===== config.mk =====
export PLATFORM = sky130hd
export DESIGN_NAME = lsu_pipe
export DESIGN_NICKNAME = d
export VERILOG_FILES = /design/src/rtl/lsu_pkg.sv /design/src/rtl/lsu_align.sv /design/src/rtl/lsu_pipe.sv
export SDC_FILE = /design/constraint.sdc
export NUM_CORES = 1
export LEC_CHECK = 0
export BUFFER_PORTS_ARGS = -buffer_cell sky130_fd_sc_hd__buf_2
export CORE_MARGIN = 4
export CORE_UTILIZATION = 35
export CTS_CLUSTER_SIZE = 24
export DETAILED_ROUTE_END_ITERATION = 12
export GPL_TIMING_DRIVEN = 0
export HOLD_SLACK_MARGIN = 0.02
export PLACE_DENSITY = 0.65
export SETUP_SLACK_MARGIN = 0.02
export SYNTH_ARGS = -nofsm -noshare
export SYNTH_HDL_FRONTEND = slang
export SYNTH_SLANG_ARGS = --single-unit

===== constraint.sdc =====
create_clock -name clk -period 8.25 [get_ports clk]
set_clock_uncertainty 0.2 [all_clocks]
set_input_delay 0.825 -clock clk [delete_from_list [all_inputs] [get_ports clk]]
set_output_delay 0.825 -clock clk [all_outputs]
set_load 0.1 [all_outputs]

===== src/rtl/lsu_pkg.sv =====
// lsu_pkg: shared definitions for the MEM-stage load/store unit.
//   - LD_* encodings of the e_load_inst field
//   - lsu_state_t: FSM state encoding (IDLE / REQ / WAIT)
//   - acc_size(): access size in bytes of a load op / store mask
package lsu_pkg;

  localparam logic [2:0] LD_NONE = 3'd0;
  localparam logic [2:0] LD_B    = 3'd1;
  localparam logic [2:0] LD_H    = 3'd2;
  localparam logic [2:0] LD_W    = 3'd3;
  localparam logic [2:0] LD_BU   = 3'd4;
  localparam logic [2:0] LD_HU   = 3'd5;
  localparam logic [2:0] LD_WU   = 3'd6;
  localparam logic [2:0] LD_D    = 3'd7;

  typedef enum logic [1:0] {
    IDLE = 2'd0,
    REQ  = 2'd1,
    WAIT = 2'd2
  } lsu_state_t;

  // A non-zero store mask takes precedence over the load op, matching the
  // "store wins" rule. The mask is unshifted, so its highest set bit gives
  // the size directly.
  function automatic logic [3:0] acc_size(input logic [2:0] load_op,
                                          input logic [7:0] mask);
    logic [3:0] sz;
    sz = 4'd1;
    if (mask != 8'd0) begin
      if (mask[7])      sz = 4'd8;
      else if (mask[3]) sz = 4'd4;
      else if (mask[1]) sz = 4'd2;
      else              sz = 4'd1;
    end else begin
      case (load_op)
        LD_B, LD_BU: sz = 4'd1;
        LD_H, LD_HU: sz = 4'd2;
        LD_W, LD_WU: sz = 4'd4;
        LD_D:        sz = 4'd8;
        default:     sz = 4'd1;
      endcase
    end
    return sz;
  endfunction

endpackage


===== src/rtl/lsu_align.sv =====
// lsu_align: combinational byte-lane logic for the load/store unit.
//   Store side (accept-time inputs):
//     st_off, st_load_op, st_mask, st_data -> st_wdata_lane, st_wmask_lane, misalign
//   Load side (response-time inputs, from latched op):
//     ld_off, ld_op, ld_rdata -> ld_result (lane-shifted, sign/zero-extended)
module lsu_align
  import lsu_pkg::*;
#(
  parameter int DATA_WIDTH = 32
) (
  input  logic [$clog2(DATA_WIDTH/8)-1:0] st_off,
  input  logic [2:0]                      st_load_op,
  input  logic [DATA_WIDTH/8-1:0]         st_mask,
  input  logic [DATA_WIDTH-1:0]           st_data,
  output logic [DATA_WIDTH-1:0]           st_wdata_lane,
  output logic [DATA_WIDTH/8-1:0]         st_wmask_lane,
  output logic                            misalign,
  input  logic [$clog2(DATA_WIDTH/8)-1:0] ld_off,
  input  logic [2:0]                      ld_op,
  input  logic [DATA_WIDTH-1:0]           ld_rdata,
  output logic [DATA_WIDTH-1:0]           ld_result
);

  logic [3:0]            sz;
  logic [DATA_WIDTH-1:0] sh;

  assign st_wdata_lane = st_data << {st_off, 3'b000};
  assign st_wmask_lane = st_mask << st_off;

  // Misaligned when any offset bit below the access size is set.
  always_comb begin
    sz       = acc_size(st_load_op, 8'(st_mask));
    misalign = |(4'(st_off) & (sz - 4'd1));
  end

  always_comb begin
    sh        = ld_rdata >> {ld_off, 3'b000};
    ld_result = sh;
    case (ld_op)
      LD_B:    ld_result = DATA_WIDTH'($signed(sh[7:0]));
      LD_H:    ld_result = DATA_WIDTH'($signed(sh[15:0]));
      LD_W:    ld_result = DATA_WIDTH'($signed(sh[31:0]));
      LD_BU:   ld_result = DATA_WIDTH'(sh[7:0]);
      LD_HU:   ld_result = DATA_WIDTH'(sh[15:0]);
      LD_WU:   ld_result = DATA_WIDTH'(sh[31:0]);
      default: ld_result = sh;
    endcase
  end

endmodule


===== src/rtl/lsu_pipe.sv =====
// lsu_pipe: MEM-stage load/store unit with one outstanding bus transaction.
//   EX side : e_valid/e_ready, e_regW, e_regAddr, e_regData (also the
//             effective address), e_load_inst, e_store_mask, e_store_data
//   Bus     : req_valid/req_ready, req_addr, req_wen, req_wdata, req_wmask,
//             rsp_valid, rsp_rdata
//   WB side : m_valid/m_ready, m_regW, m_regAddr, m_regData, m_misalign
//   Debug   : dbg_state (current FSM state)
//
// Handshakes: a transfer happens on a rising clk edge where valid && ready
// are both high; a producer holding valid keeps its payload stable until
// that edge, and ready may depend combinationally on the consumer's state.
module lsu_pipe
  import lsu_pkg::*;
#(
  parameter int ADDR_WIDTH = 5,
  parameter int DATA_WIDTH = 32,
  parameter int MEM_AW     = 32
) (
  input  logic                    clk,
  input  logic                    rst,
  input  logic                    e_valid,
  output logic                    e_ready,
  input  logic                    e_regW,
  input  logic [ADDR_WIDTH-1:0]   e_regAddr,
  input  logic [DATA_WIDTH-1:0]   e_regData,
  input  logic [2:0]              e_load_inst,
  input  logic [DATA_WIDTH/8-1:0] e_store_mask,
  input  logic [DATA_WIDTH-1:0]   e_store_data,
  output logic                    req_valid,
  input  logic                    req_ready,
  output logic [MEM_AW-1:0]       req_addr,
  output logic                    req_wen,
  output logic [DATA_WIDTH-1:0]   req_wdata,
  output logic [DATA_WIDTH/8-1:0] req_wmask,
  input  logic                    rsp_valid,
  input  logic [DATA_WIDTH-1:0]   rsp_rdata,
  output logic                    m_valid,
  input  logic                    m_ready,
  output logic                    m_regW,
  output logic [ADDR_WIDTH-1:0]   m_regAddr,
  output logic [DATA_WIDTH-1:0]   m_regData,
  output logic                    m_misalign,
  output lsu_state_t              dbg_state
);

  localparam int NB    = DATA_WIDTH / 8;
  localparam int OFF_W = $clog2(NB);

  lsu_state_t state, state_n;

  // Op latched at accept, consumed when the response returns.
  logic [2:0]            op_load;
  logic                  op_store;
  logic                  op_regW;
  logic [ADDR_WIDTH-1:0] op_regAddr;
  logic [DATA_WIDTH-1:0] op_regData;
  logic [OFF_W-1:0]      op_off;

  logic                  slot_free, accept, is_store, is_mem, misalign_e;
  logic [OFF_W-1:0]      e_off;
  logic [MEM_AW-1:0]     e_addr;
  logic [DATA_WIDTH-1:0] wdata_lane, ld_result;
  logic [NB-1:0]         wmask_lane;

  // Slot-load controls from the FSM.
  logic                  go_req, slot_load, slot_misalign, slot_regW;
  logic [ADDR_WIDTH-1:0] slot_regAddr;
  logic [DATA_WIDTH-1:0] slot_regData;

  assign slot_free = !m_valid || m_ready;
  assign e_ready   = (state == IDLE) && slot_free;
  assign accept    = e_valid && e_ready;
  assign is_store  = |e_store_mask;
  assign is_mem    = is_store || (e_load_inst != LD_NONE);
  assign e_off     = e_regData[OFF_W-1:0];
  assign e_addr    = MEM_AW'(e_regData) & ~MEM_AW'(NB - 1);
  assign req_valid = (state == REQ);
  assign dbg_state = state;

  lsu_align #(.DATA_WIDTH(DATA_WIDTH)) u_align (
    .st_off        (e_off),
    .st_load_op    (e_load_inst),
    .st_mask       (e_store_mask),
    .st_data       (e_store_data),
    .st_wdata_lane (wdata_lane),
    .st_wmask_lane (wmask_lane),
    .misalign      (misalign_e),
    .ld_off        (op_off),
    .ld_op         (op_load),
    .ld_rdata      (rsp_rdata),
    .ld_result     (ld_result)
  );

  always_ff @(posedge clk or posedge rst) begin
    if (rst) state <= IDLE;
    else     state <= state_n;
  end

  always_comb begin
    state_n       = state;
    go_req        = 1'b0;
    slot_load     = 1'b0;
    slot_misalign = 1'b0;
    slot_regW     = 1'b0;
    slot_regAddr  = e_regAddr;
    slot_regData  = e_regData;
    case (state)
      IDLE: begin
        if (accept) begin
          if (is_mem && misalign_e) begin
            slot_load     = 1'b1;
            slot_misalign = 1'b1;
          end else if (is_mem) begin
            go_req  = 1'b1;
            state_n = REQ;
          end else begin
            slot_load = 1'b1;
            slot_regW = e_regW;
          end
        end
      end
      REQ: begin
        if (req_ready) state_n = WAIT;
      end
      WAIT: begin
        // The slot is always empty here (accept needed a free slot and no
        // other source can fill it); the guard keeps the slot stable anyway.
        if (rsp_valid && slot_free) begin
          slot_load    = 1'b1;
          slot_regW    = op_regW && !op_store;
          slot_regAddr = op_regAddr;
          slot_regData = op_store ? op_regData : ld_result;
          state_n      = IDLE;
        end
      end
      default: state_n = IDLE;
    endcase
  end

  // Request fields and latched op: written only on the REQ transition, so
  // they stay stable for the whole REQ/WAIT period.
  always_ff @(posedge clk or posedge rst) begin
    if (rst) begin
      req_addr   <= '0;
      req_wen    <= 1'b0;
      req_wdata  <= '0;
      req_wmask  <= '0;
      op_load    <= LD_NONE;
      op_store   <= 1'b0;
      op_regW    <= 1'b0;
      op_regAddr <= '0;
      op_regData <= '0;
      op_off     <= '0;
    end else if (go_req) begin
      req_addr   <= e_addr;
      req_wen    <= is_store;
      req_wdata  <= wdata_lane;
      req_wmask  <= wmask_lane;
      op_load    <= e_load_inst;
      op_store   <= is_store;
      op_regW    <= e_regW;
      op_regAddr <= e_regAddr;
      op_regData <= e_regData;
      op_off     <= e_off;
    end
  end

  // Output slot: a load in the same cycle as m_ready replaces the old entry.
  always_ff @(posedge clk or posedge rst) begin
    if (rst) begin
      m_valid    <= 1'b0;
      m_regW     <= 1'b0;
      m_regAddr  <= '0;
      m_regData  <= '0;
      m_misalign <= 1'b0;
    end else if (slot_load) begin
      m_valid    <= 1'b1;
      m_regW     <= slot_regW;
      m_regAddr  <= slot_regAddr;
      m_regData  <= slot_regData;
      m_misalign <= slot_misalign;
    end else if (m_ready) begin
      m_valid    <= 1'b0;
    end
  end

endmodule

# Yosys cells after proc, flatten, opt, wreduce, memory -nomap -nowiden
# Index checks and enable logic that the tools add are counted.
[word_totals] reg_bits=152 in_bits=115 output_inout_bits=113
[op_classes] add_sub_neg=1 eq_ne=16 shifts=3 muxes=35 bitwise_logic=1 reduce_logical=18
[op_table] op="32-bit one-hot mux with 4 select lines" count=1
[op_table] op="32-bit 2-to-1 mux" count=3
[op_table] op="32-bit by 5-bit left shift with 32-bit output" count=1
[op_table] op="32-bit by 5-bit >> shifter with 32-bit output" count=1
[op_table] op="1-bit 2-to-1 mux" count=17
[op_table] op="3-bit == test, second input constant" count=5
[op_table] op="2-bit 2-to-1 mux" count=6
[op_table] op="4-bit one-hot mux with 3 select lines" count=1
[op_table] op="5-bit 2-to-1 mux" count=2
[op_table] op="3-bit by 2-bit == test with 1-bit output, second input constant" count=3
[op_table] op="4-bit 2-to-1 mux" count=2
[op_table] op="2-bit != test, second input constant" count=4
[op_table] op="4-bit OR reduction" count=2
[op_table] op="2-bit one-hot mux with 3 select lines" count=1
[op_table] op="1-bit logical AND" count=5
[op_table] op="5-bit AND reduction" count=1
[op_table] op="2-bit by 4-bit AND with 4-bit output" count=1
[op_table] op="1-bit one-hot mux with 2 select lines" count=2
[op_table] op="4-bit nonzero test" count=1
[op_table] op="2-bit OR reduction" count=2
[op_table] op="4-bit by 2-bit left shift with 4-bit output" count=1
[op_table] op="4-bit by 1-bit subtractor with 4-bit output, second input constant" count=1
[op_table] op="3-bit by 1-bit == test with 1-bit output, second input constant" count=1
[op_table] op="3-bit nonzero test" count=1
[op_table] op="other kinds (7)" count=9

# Depth between registers and ports, before layout
# Gate-level depths: netlist of run 1.
[logic_depth] word_depth=12 mapped_depth=8 mapped_depth_nobuf=5

# Cells and area by module
# From an unflattened synthesis of run 1, not the netlist that was laid out.
[unflattened] hier_cells=554 hier_area_um2=6765.2
[modules_own_cells] mod="lsu_pipe" instances=1 cells_per_inst=353 area_per_inst_um2=5391.4 seq_area_each_um2=3002.9
[modules_own_cells] mod="lsu_align" instances=1 cells_per_inst=201 area_per_inst_um2=1373.8 seq_area_each_um2=0.0

# Worst setup path after synthesis of run 1
# Ideal clock, no wire load.
[synth_timing] path_type="reg2out" from="reg state[0], in the netlist dbg_state[0]" to="out req_valid" arrival_ps=2441 path_slack_ps=4784 stages_incl_launch_ff=2 path_cell_list="dfrtp_1 nor2b_1"
[synth_via] elab_chain_cells=1
[synth_lines] element="start, declared" line="lsu_pipe.sv:49" rtl="lsu_state_t state, state_n;"
[synth_lines] element="start signal, assigned" line="lsu_pipe.sv:96" rtl="else state <= state_n;"
[synth_lines] element="2-bit by 1-bit == test with 1-bit output" line="lsu_pipe.sv:77" rtl="assign req_valid = (state == REQ);"
[synth_lines] element="end, declared" line="lsu_pipe.sv:29" rtl="output logic req_valid,"
# Every way passes these cells.

# Final worst setup path of run 1
[layout_timing] from="in e_store_mask[3]" to="reg m_regAddr[1]"
[layout_via] elab_chain_cells=9 word_cells_on_any_way=13 cone_classes="add/sub (1); mux (6); bitwise (1); reduce/logical (5)"
[layout_lines] element="start, declared" line="lsu_pipe.sv:27" rtl="input logic [DATA_WIDTH/8-1:0] e_store_mask,"
[layout_lines] element="4-bit nonzero test or 4-bit 2-to-1 mux (tied branches)" line="lsu_pkg.sv:29, lsu_pkg.sv:31"
[layout_lines] element="4-bit 2-to-1 mux" line="lsu_pkg.sv:29" rtl="if (mask != 8'd0) begin"
[layout_lines] element="4-bit by 1-bit subtractor with 4-bit output" line="lsu_align.sv:33" rtl="misalign = |(4'(st_off) & (sz - 4'd1));"
[layout_lines] element="2-bit by 4-bit AND with 4-bit output" line="lsu_align.sv:33"
[layout_lines] element="4-bit OR reduction" line="lsu_align.sv:33"
[layout_lines] element="1-bit logical AND" line="lsu_pipe.sv:110" rtl="if (is_mem && misalign_e) begin"
[layout_lines] element="1-bit 2-to-1 mux *" line="lsu_pipe.sv:110"
[layout_lines] element="1-bit 2-to-1 mux *" line="lsu_pipe.sv:109" rtl="if (accept) begin"
[layout_lines] element="1-bit one-hot mux with 2 select lines *" line="lsu_pipe.sv:107" rtl="case (state)"
[layout_lines] element="end signal, assigned" line="lsu_pipe.sv:179" rtl="m_regAddr <= slot_regAddr;"
[layout_lines] element="end, declared" line="lsu_pipe.sv:40" rtl="output logic [ADDR_WIDTH-1:0] m_regAddr,"
# Every way passes the cells marked *; elsewhere a longest branch is shown, timed or not.
# A chain may end at the register's enable or synchronous reset.

==> impl_metrics.json, run 1 <==
{
  "drt_pre_antenna_iters": 5,
  "async_reset_ff_share_pct": 100,
  "max_freq_ghz": 0.337,
  "netlist_area_before_placement_mm2": 0.00656,
  "detail_route.drc_violations": 0,
  "period_minus_slack_ps": 2970,
  "final_max_slew_viol_count": 0,
  "synth.top_cell.area_share_pct": 45.8,
  "share_of_cells_above_drive_strength_1_pct": 45.4,
  "library_cell_with_the_highest_instance_count_after_synthesis": "dfrtp_1",
  "final.setup.tns_ps": 0,
  "dieHeight_um": 145,
  "grt_first_pass_wirelength_um": 33400,
  "timing.setup.critical_path_class": "in2reg",
  "final.period_utilization_pct": 36.0,
  "outcome": "completed",
  "ff2ff_path_depth": 8,
  "cts.reportedPaths.clkPinSlew_ps": 60,
  "finalSetupViolations": 0,
  "fillerInstances": 1721,
  "hp-class": "reg2reg",
  "cts_hold_buf": 0,
  "yosysUniqueCellTypes": 43,
  "sort_of_element_at_the_end_of_the_critical_path": "flip-flop",
  "post-dp-hpwl_um": 16400,
  "worst_path_max_delay_cell": "or4_4",
  "cts.path.max_buffers": 2,
  "grt_busiest_layer": "met2",
  "core_area_mm2": 0.0182,
  "synth_area_leaders": "dfrtp_1 (46%), mux2_2 (18%), mux2i_1 (6.7%)",
  "start_util_pct": 36.0,
  "worstPathArrival_ps": 3070,
  "h-tree-depth": 4,
  "fp.dieW_um": 145,
  "maximum_number_of_pins_on_one_net_before_global_route_repair": 73,
  "clock_sink_count": 120,
  "yosys_most_used_dff": "dfrtp_1",
  "area_growth_from_synthesis_to_layout_pct": 31.8,
  "cts_post_setup_buffers_inserted": 0,
  "max_slew_margin_pct": 34.9,
  "via_count": 5699,
  "synth_seq_area_share_pct": 45.8,
  "met2_usage_pct": 32.3,
  "maximum_net_fanout_on_the_critical_path": 10,
  "setup_crit_end": "m_regAddr[1]",
  "critical-path-max-stage-delay_ps": 580,
  "synth_seq_cells": 120,
  "crit_start": "e_store_mask[3]",
  "overflow": 0,
  "cts_tree": "yes",
  "ioPinCount": 228,
  "synthCells": 603,
  "cell_type_with_the_highest_aggregate_area_in_the_netlist": "dfrtp_1",
  "grt_usage_pct": 20.1,
  "final_number_of_hold_violating_endpoints": 0,
  "finalWirelength_um": 21600,
  "fp.dieArea_mm2": 0.0210,
  "grt_antenna_before_repair": 3,
  "rows": 49,
  "reg2reg_from": "op_regData[0]",
  "clock_latency_ps": 410,
  "crit_path_start_kind": "input pin",
  "crit_path_cell_trace": "buf_2 > or4_4 > nor4b_4 > nor3b_2 > a211oi_2 > buf_6 > mux2_2",
  "synth_common_cells": "dfrtp_1 (120), mux2_2 (106), nand2_1 (71)",
  "detail-route-antenna-nets": 0,
  "synth_area_per_cell_um2": 10.9,
  "detail_route.vias_per_cell": 5.21,
  "wl_per_cell_um": 19.7,
  "rsz0062_at_grt": "false",
  "use_met1_pct": 27.2,
  "cts.root.buffer_cell": "clkbuf_16",
  "yosys_warnings": 0,
  "regToRegSetupSlack_ps": 5450,
  "final_net_count": 963,
  "gp_congestion": 0.892,
  "timing.max_cap.violations": 0,
  "global_route.usage.met3_pct": 3.99,
  "worst_ep_required_time_ps": 8350,
  "port_buffers": 224,
  "vias_in_the_first_global_route": 5809,
  "ff_latch_area_mm2": 0.00300,
  "count_of_flip_flops_with_a_built_in_enable_after_synthesis": 0,
  "post_cts_resized": 0,
  "multi_input_comb_area_mm2": 0.00321,
  "numCtsBuffers": 17,
  "drt_first_iter_violations": 350,
  "crit-reg2reg-capture": "m_regData[31]",
  "worst-slew-pin-transition_ps": 971
}
-- critical path: cells and delay by family --
| family | cells | cell delay (ps) |
|---|---|---|
| and+or+nand+nor | 3 | 970 |
| AOI/OAI and AO/OA | 1 | 540 |
| buffers and inverters | 2 | 380 |
| muxes | 1 | 350 |
-- per-layer routing --
| metal | vias to the layer above | wire length, µm |
|---|---|---|
| met2 | 209 | 10300 |
| met5 | - | 0 |
| met3 | 27 | 1110 |
| met4 | 0 | 365 |
| met1 | 2790 | 9780 |
| li1 | 2673 | - |
-- sequential cells by signal, summed over array words and instances, names as in the netlist --
name / flops
dbg_state: 2
m_misalign: 1
m_regAddr: 5
m_regData: 32
m_regW: 1
m_valid: 1
op_load: 3
op_regAddr: 5
op_regData: 32
op_regW: 1
op_store: 1
req_wdata: 32
req_wmask: 4
-- cells in the final DEF (no fill, tap or decap), types with 4 or more instances in the layout --
cell type,Yosys,final
a211oi_1,14,14
and3_1,4,4
buf_6,11,11
nor2b_1,14,14
inv_1,17,16
a221oi_1,14,14
mux2_2,106,106
a21oi_1,30,30
nor2_1,15,15
dfrtp_1,120,120
clkbuf_1,26,26
mux4_2,5,5
bufinv_16,0,4
mux2i_1,44,44
clkbuf_16,0,17
nand2_1,71,71
o2bb2ai_1,8,8
o21ai_0,65,65
clkinv_4,0,4
buf_2,2,226
buf_1,6,6
-- cell families after synthesis --
family	synth area share, %
other cells	0.0572
xor+xnor	0.134
compound gates	13.2
simple gates	8.64
buf+inv	5.38
mux	26.8
flops	45.8
-- worst min-delay path by stage --
stage,startpoint,to,slack (ps),cells past startpoint
floorplan,op_regW,op_regW,270,1
global placement,op_regW,op_regW,280,1
detailed placement,m_misalign,m_misalign,290,1
CTS,m_misalign,m_misalign,300,1
global route,m_regData[26],m_regData[26],310,1
finish,req_wdata[28],req_wdata[28],300,1
-- layout make-up --
type                            instances  area share [%]
Antenna cell                            3          0.0868
Buffer                                 48            3.34
Clock buffer                           18            5.08
Clock inverter                         14            2.29
Inverter                               17           0.796
Multi-Input combinational cell        419            37.1
Sequential cell                       120            34.7
Tap cell                              229            3.31
Timing Repair Buffer                  225            13.3
-- per-stage QoR --
step	worst slack (ps)	util (%)	instances	hold WS, ps	cell area (µm²)
after floorplan	4040	-	604	272	6570
after global placement	2300	43.8	1057	280	7970
after detailed placement	4830	44.0	1058	287	8010
after CTS	5270	47.5	1090	299	8640
after global routing	5170	47.5	1093	312	8650
final	5280	47.5	1093	300	8650
Power of run 1 is not shown: default switching activity piles up to over one toggle a cycle in this logic, so the estimate is an artifact.
==> run 2: changes to the inputs <==
==> constraint.sdc (replaced) <==
create_clock -name clk -period 2.9 [get_ports clk]
set_clock_uncertainty 0.2 [all_clocks]
set_input_delay 0.29 -clock clk [delete_from_list [all_inputs] [get_ports clk]]
set_output_delay 0.29 -clock clk [all_outputs]
set_load 0.1 [all_outputs]
==> run 2 against run 1 <==
Effect of this change: core utilization is 3.6 points higher; sequential share of layout area is 2.5 points lower; global-route usage is 0.42 points higher; non-clock buffer count is 54 higher; clock-buffer cell count stayed put; critical endpoint is now m_regData[21]; worst hold slack worse by 250 ps; first-iteration DRC count is 23% lower; critical path depth is 1 higher; via count is 4.5% higher; die area stayed put; final cell count is 5.1% higher; register-to-register slack worse by 5300 ps.
==> impl_metrics.json, run 2 (synthesis results as in run 1) <==
{
  "maximum_net_fanout_on_the_critical_path": 10,
  "max_slew_margin_pct": 32.0,
  "post-dp-hpwl_um": 16500,
  "core_area_mm2": 0.0182,
  "critical-path-max-stage-delay_ps": 430,
  "via_count": 5958,
  "layout.cells.most_common": "buf_2",
  "grt_antenna_before_repair": 5,
  "detail_route.drc_violations": 0,
  "final.setup.tns_ps": 0,
  "period_minus_slack_ps": 2730,
  "h-tree-depth": 4,
  "hold-worst-slack_ps": 46.8,
  "fp.dieW_um": 145,
  "grt_first_pass_wirelength_um": 34300,
  "start_util_pct": 36.0,
  "overflow": 0,
  "cpLargestDelayFamily": "compound AO/OA/AOI/OAI gates",
  "timing.max_cap.violations": 0,
  "numCtsBuffers": 17,
  "dieHeight_um": 145,
  "reg.largest.list": "m_regData: 32 flops, op_regData: 32 flops, req_wdata: 32 flops",
  "outcome": "completed",
  "max_freq_ghz": 0.366,
  "drt_first_iter_violations": 269,
  "fp.dieArea_mm2": 0.0210,
  "final_max_slew_viol_count": 0,
  "worst_ep_required_time_ps": 3000,
  "wl_per_cell_um": 19.0,
  "clock_latency_ps": 410,
  "grt_usage_pct": 20.5,
  "cts.path.max_buffers": 2,
  "maximum_number_of_pins_on_one_net_before_global_route_repair": 41,
  "detail_route.vias_per_cell": 5.19,
  "layout_common_cells": "buf_2 (226), dfrtp_1 (120), mux2_2 (106)",
  "cts_tree": "yes",
  "critPathBufInv": 3,
  "rows": 49,
  "crit_path_start_kind": "flip-flop",
  "gp_congestion": 0.901,
  "share_of_cells_above_drive_strength_1_pct": 43.4,
  "clock_sink_count": 120,
  "hp-class": "in2reg",
  "fillerInstances": 1648,
  "area_growth_from_synthesis_to_layout_pct": 41.8,
  "final_net_count": 1017,
  "crit_path_cell_trace": "buf_2 > nor2b_1 > clkbuf_1 > o2bb2ai_1 > clkbuf_2 > a221oi_1 > o21ai_0 > mux2_2",
  "cts.root.buffer_cell": "clkbuf_16",
  "vias_in_the_first_global_route": 6131,
  "detail-route-antenna-nets": 0,
  "finalWirelength_um": 21900,
  "worst-slew-pin-transition_ps": 1010,
  "cts.reportedPaths.clkPinSlew_ps": 60,
  "ioPinCount": 228,
  "worst_path_max_delay_cell": "a221oi_1",
  "rsz0062_at_grt": "false",
  "finalSetupViolations": 0,
  "final_number_of_hold_violating_endpoints": 0,
  "worstPathArrival_ps": 2830,
  "final.period_utilization_pct": 94.1,
  "sort_of_element_at_the_end_of_the_critical_path": "flip-flop",
  "drt_pre_antenna_iters": 4,
  "port_buffers": 224,
  "timing.setup.critical_path_class": "reg2reg"
}
run 2: final cells by class:
type                    count  area [µm²]  area share (%)
plain buffers              47         287            3.08
inverters                  17        67.6           0.726
well taps                 229         287            3.08
diodes                      5        12.5           0.134
multi-input cells         419        3210            34.5
repair buffers            280        1710            18.3
flip-flops and latches    120        3000            32.3
clock inverters            14         293            3.15
clock buffers              18         439            4.72
run 2: worst register-to-register path: stages, from the launching register on:
cell and delay, ps:
dfrtp_1 360, buf_2 200, nor2b_1 160, clkbuf_1 240
o2bb2ai_1 340, clkbuf_2 270, a221oi_1 430, o21ai_0 140
mux2_2 280
run 2: path summary, 6_finish.rpt:
path	startpoint	end	slack [ps]	depth (start not counted)
min in group asynchronous	rst	req_wdata[3]	390	3
max	op_regData[0]	m_regData[21]	170	8
max in group asynchronous	rst	m_regData[7]	1450	4
min reg2reg	m_regData[25]	m_regData[25]	300	1
min	m_ready	m_valid	50	3
max reg2reg	op_regData[0]	m_regData[21]	170	8
run 2: layer usage:
layer | global-route usage, % | up-vias | share of wire, % | wire, µm
met5 | 0 | - | 0 | 0
met3 | 4.46 | 32 | 5.8 | 1260
li1 | - | 2773 | - | -
met2 | 33.1 | 212 | 48 | 10600
met1 | 27.3 | 2941 | 43 | 9510
met4 | 7.65 | 0 | 2.4 | 523
run 2: timing repair:
action                                  in CTS  in global routing
setup buffers                                0                  2
resized for setup                            0                  2
hold endpoints to repair                    93                  0
endpoints found under the setup margin       0                 14
hold buffers                                51                  0
run 2: metrics by stage:
stage / std cells / util, % / area (µm²) / setup slack (ps)
floorplan: 604 / - / 6570 / 171
global placement: 1057 / 43.8 / 7980 / 17.5
detailed placement: 1060 / 44.1 / 8040 / 29.8
CTS: 1143 / 51.0 / 9280 / 137
global route: 1149 / 51.1 / 9310 / 30.0
finish: 1149 / 51.1 / 9310 / 171
Power of run 2 is left out for the same reason.
==> run 3: changes to the inputs <==
--- a/config.mk
+++ b/config.mk
@@ -12,7 +12,9 @@
 export DETAILED_ROUTE_END_ITERATION = 12
 export GPL_TIMING_DRIVEN = 0
 export HOLD_SLACK_MARGIN = 0.02
+export MAX_ROUTING_LAYER = met4
 export PLACE_DENSITY = 0.65
+export RECOVER_POWER = 100
 export SETUP_SLACK_MARGIN = 0.02
 export SYNTH_ARGS = -nofsm -noshare
 export SYNTH_HDL_FRONTEND = slang
==> run 3 against run 2 <==
Effect of this change: the run now ends with max-capacitance violations, max-slew violations left; die area unchanged; first-iteration DRC count down 3.7%; worst hold slack better by 6.6 ps; core utilization is 1.3 points lower; sequential share of layout area up 0.81 points; setup slack lost 30 ps; global-route usage increased by 0.63 points.
==> impl_metrics.json, run 3 (synthesis results as in run 1) <==
{
  "crit_path_cell_trace": "dlygate4sd3_1 > buf_2 > a21oi_1 > nor4b_4 > nor3b_1 > a211oi_2 > clkbuf_2 > mux2_2",
  "wl_per_cell_um": 19.0,
  "grt_first_pass_wirelength_um": 34300,
  "final_net_count": 1017,
  "drt-met1-wl_um": 9550,
  "final_critical_path_setup_slack_ps": 141,
  "period_minus_slack_ps": 2760,
  "start_util_pct": 36.0,
  "final.period_utilization_pct": 95.1,
  "cts_tree": "yes",
  "finalSetupViolations": 0,
  "overflow": 0,
  "rsz0062_at_grt": "false",
  "drt_pre_antenna_iters": 5,
  "max_slew_margin_pct": -3.36,
  "grt_usage_pct": 21.1,
  "vias_in_the_first_global_route": 6138,
  "hp-class": "in2reg",
  "final_max_slew_viol_count": 33,
  "place_ws_ps": 29.8,
  "max_freq_ghz": 0.362,
  "critical-path-max-stage-delay_ps": 620,
  "maximum_net_fanout_on_the_critical_path": 10,
  "clock_sink_count": 120,
  "cpLargestDelayFamily": "buffers and inverters",
  "ioPinCount": 228,
  "numCtsBuffers": 17,
  "fp.dieW_um": 145,
  "cts.root.buffer_cell": "clkbuf_16",
  "detail_route.vias_per_cell": 5.20,
  "violations": "max-capacitance violations, max-slew violations",
  "clock_latency_ps": 410,
  "worstHoldStart": "m_ready",
  "reg.largest.list": "m_regData: 32 flops, op_regData: 32 flops, req_wdata: 32 flops",
  "critPathBufInv": 3,
  "crit_start": "e_load_inst[2]",
  "timing.max_cap.violations": 1,
  "maximum_number_of_pins_on_one_net_before_global_route_repair": 41,
  "cts.path.max_buffers": 2,
  "dieHeight_um": 145,
  "h-tree-depth": 4,
  "met2_wirelength_um": 10400,
  "detail_route.drc_violations": 0,
  "sort_of_element_at_the_end_of_the_critical_path": "flip-flop",
  "met3RoutedLength_um": 1240,
  "via_count": 5975,
  "reg2reg_from": "op_regData[0]",
  "core_area_mm2": 0.0182,
  "finalWirelength_um": 21800,
  "layout_common_cells": "clkbuf_1 (138), dfrtp_1 (120), buf_2 (114)",
  "timing.setup.critical_path_class": "in2reg",
  "final.setup.tns_ps": 0,
  "gp_congestion": 0.916,
  "outcome": "complete, but fails checks",
  "fp.dieArea_mm2": 0.0210,
  "layout.cells.most_common": "clkbuf_1",
  "drt_first_iter_violations": 259,
  "worst_path_max_delay_cell": "nor3b_1",
  "crit_path_start_kind": "input pin",
  "port_buffers": 224,
  "hold-worst-slack_ps": 53.4,
  "final_number_of_hold_violating_endpoints": 0,
  "worst-slew-pin-transition_ps": 1540,
  "post-dp-hpwl_um": 16500,
  "rows": 49,
  "worst_ep_required_time_ps": 2990,
  "cts.reportedPaths.clkPinSlew_ps": 60,
  "highest_layer": "met4",
  "area_growth_from_synthesis_to_layout_pct": 38.4,
  "worstPathArrival_ps": 2850,
  "share_of_cells_above_drive_strength_1_pct": 31.0,
  "grt_antenna_before_repair": 5,
  "detail-route-antenna-nets": 0
}
==> run 3: worst reg2reg max path: cells and delay by family, from the launching register on <==
| family | cells | cell delay, ps |
|---|---|---|
| AO/OA/AOI/OAI | 3 | 920 |
| flip-flops | 1 | 360 |
| buffers and inverters | 3 | 720 |
| AND/OR/NAND/NOR | 1 | 160 |
| multiplexers | 1 | 280 |
==> run 3: metrics by stage <==
step	util [%]	area (µm²)	std cells
2_1_floorplan	-	6570	604
3_3_place_gp	43.8	7980	1057
3_5_place_dp	44.1	8040	1060
4_1_cts	51.0	9280	1143
5_1_grt	49.9	9080	1149
6_report	49.9	9080	1149
==> run 3: what timing repair did <==
item,in CTS,in global routing
hold endpoints to repair,93,0
endpoints found under the setup margin,0,14
resized for setup,0,2
buffers inserted,0,2
hold buffers,51,0
==> run 3: layout make-up <==
| type | instances | area, µm² |
|---|---|---|
| plain buffers | 47 | 236 |
| clock buffers | 18 | 439 |
| clock inverters | 14 | 293 |
| flip-flops and latches | 120 | 3000 |
| multi-input cells | 419 | 3210 |
| diodes | 5 | 12.5 |
| repair buffers | 280 | 1540 |
| fillers | 1708 | 9130 |
| inverters | 17 | 65.1 |
| well taps | 229 | 287 |
==> run 3: per-layer routing <==
| metal | GRT usage [%] | vias to the layer above |
|---|---|---|
| met5 | - | - |
| li1 | - | 2779 |
| met2 | 33.0 | 226 |
| met3 | 4.27 | 36 |
| met4 | 7.65 | 0 |
| met1 | 27.5 | 2934 |
==> run 3: final timing paths <==
path	endpoint	slack (ps)	cells after the start
worst max-delay path	m_regData[18]	140	8
worst min-delay path	m_valid	50	3
worst max register to register	m_regData[21]	160	8
worst min register to register	op_regW	300	1
max in group asynchronous	m_regData[15]	610	4
min in group asynchronous	req_wdata[3]	590	3
Power of run 3 is left out for the same reason.
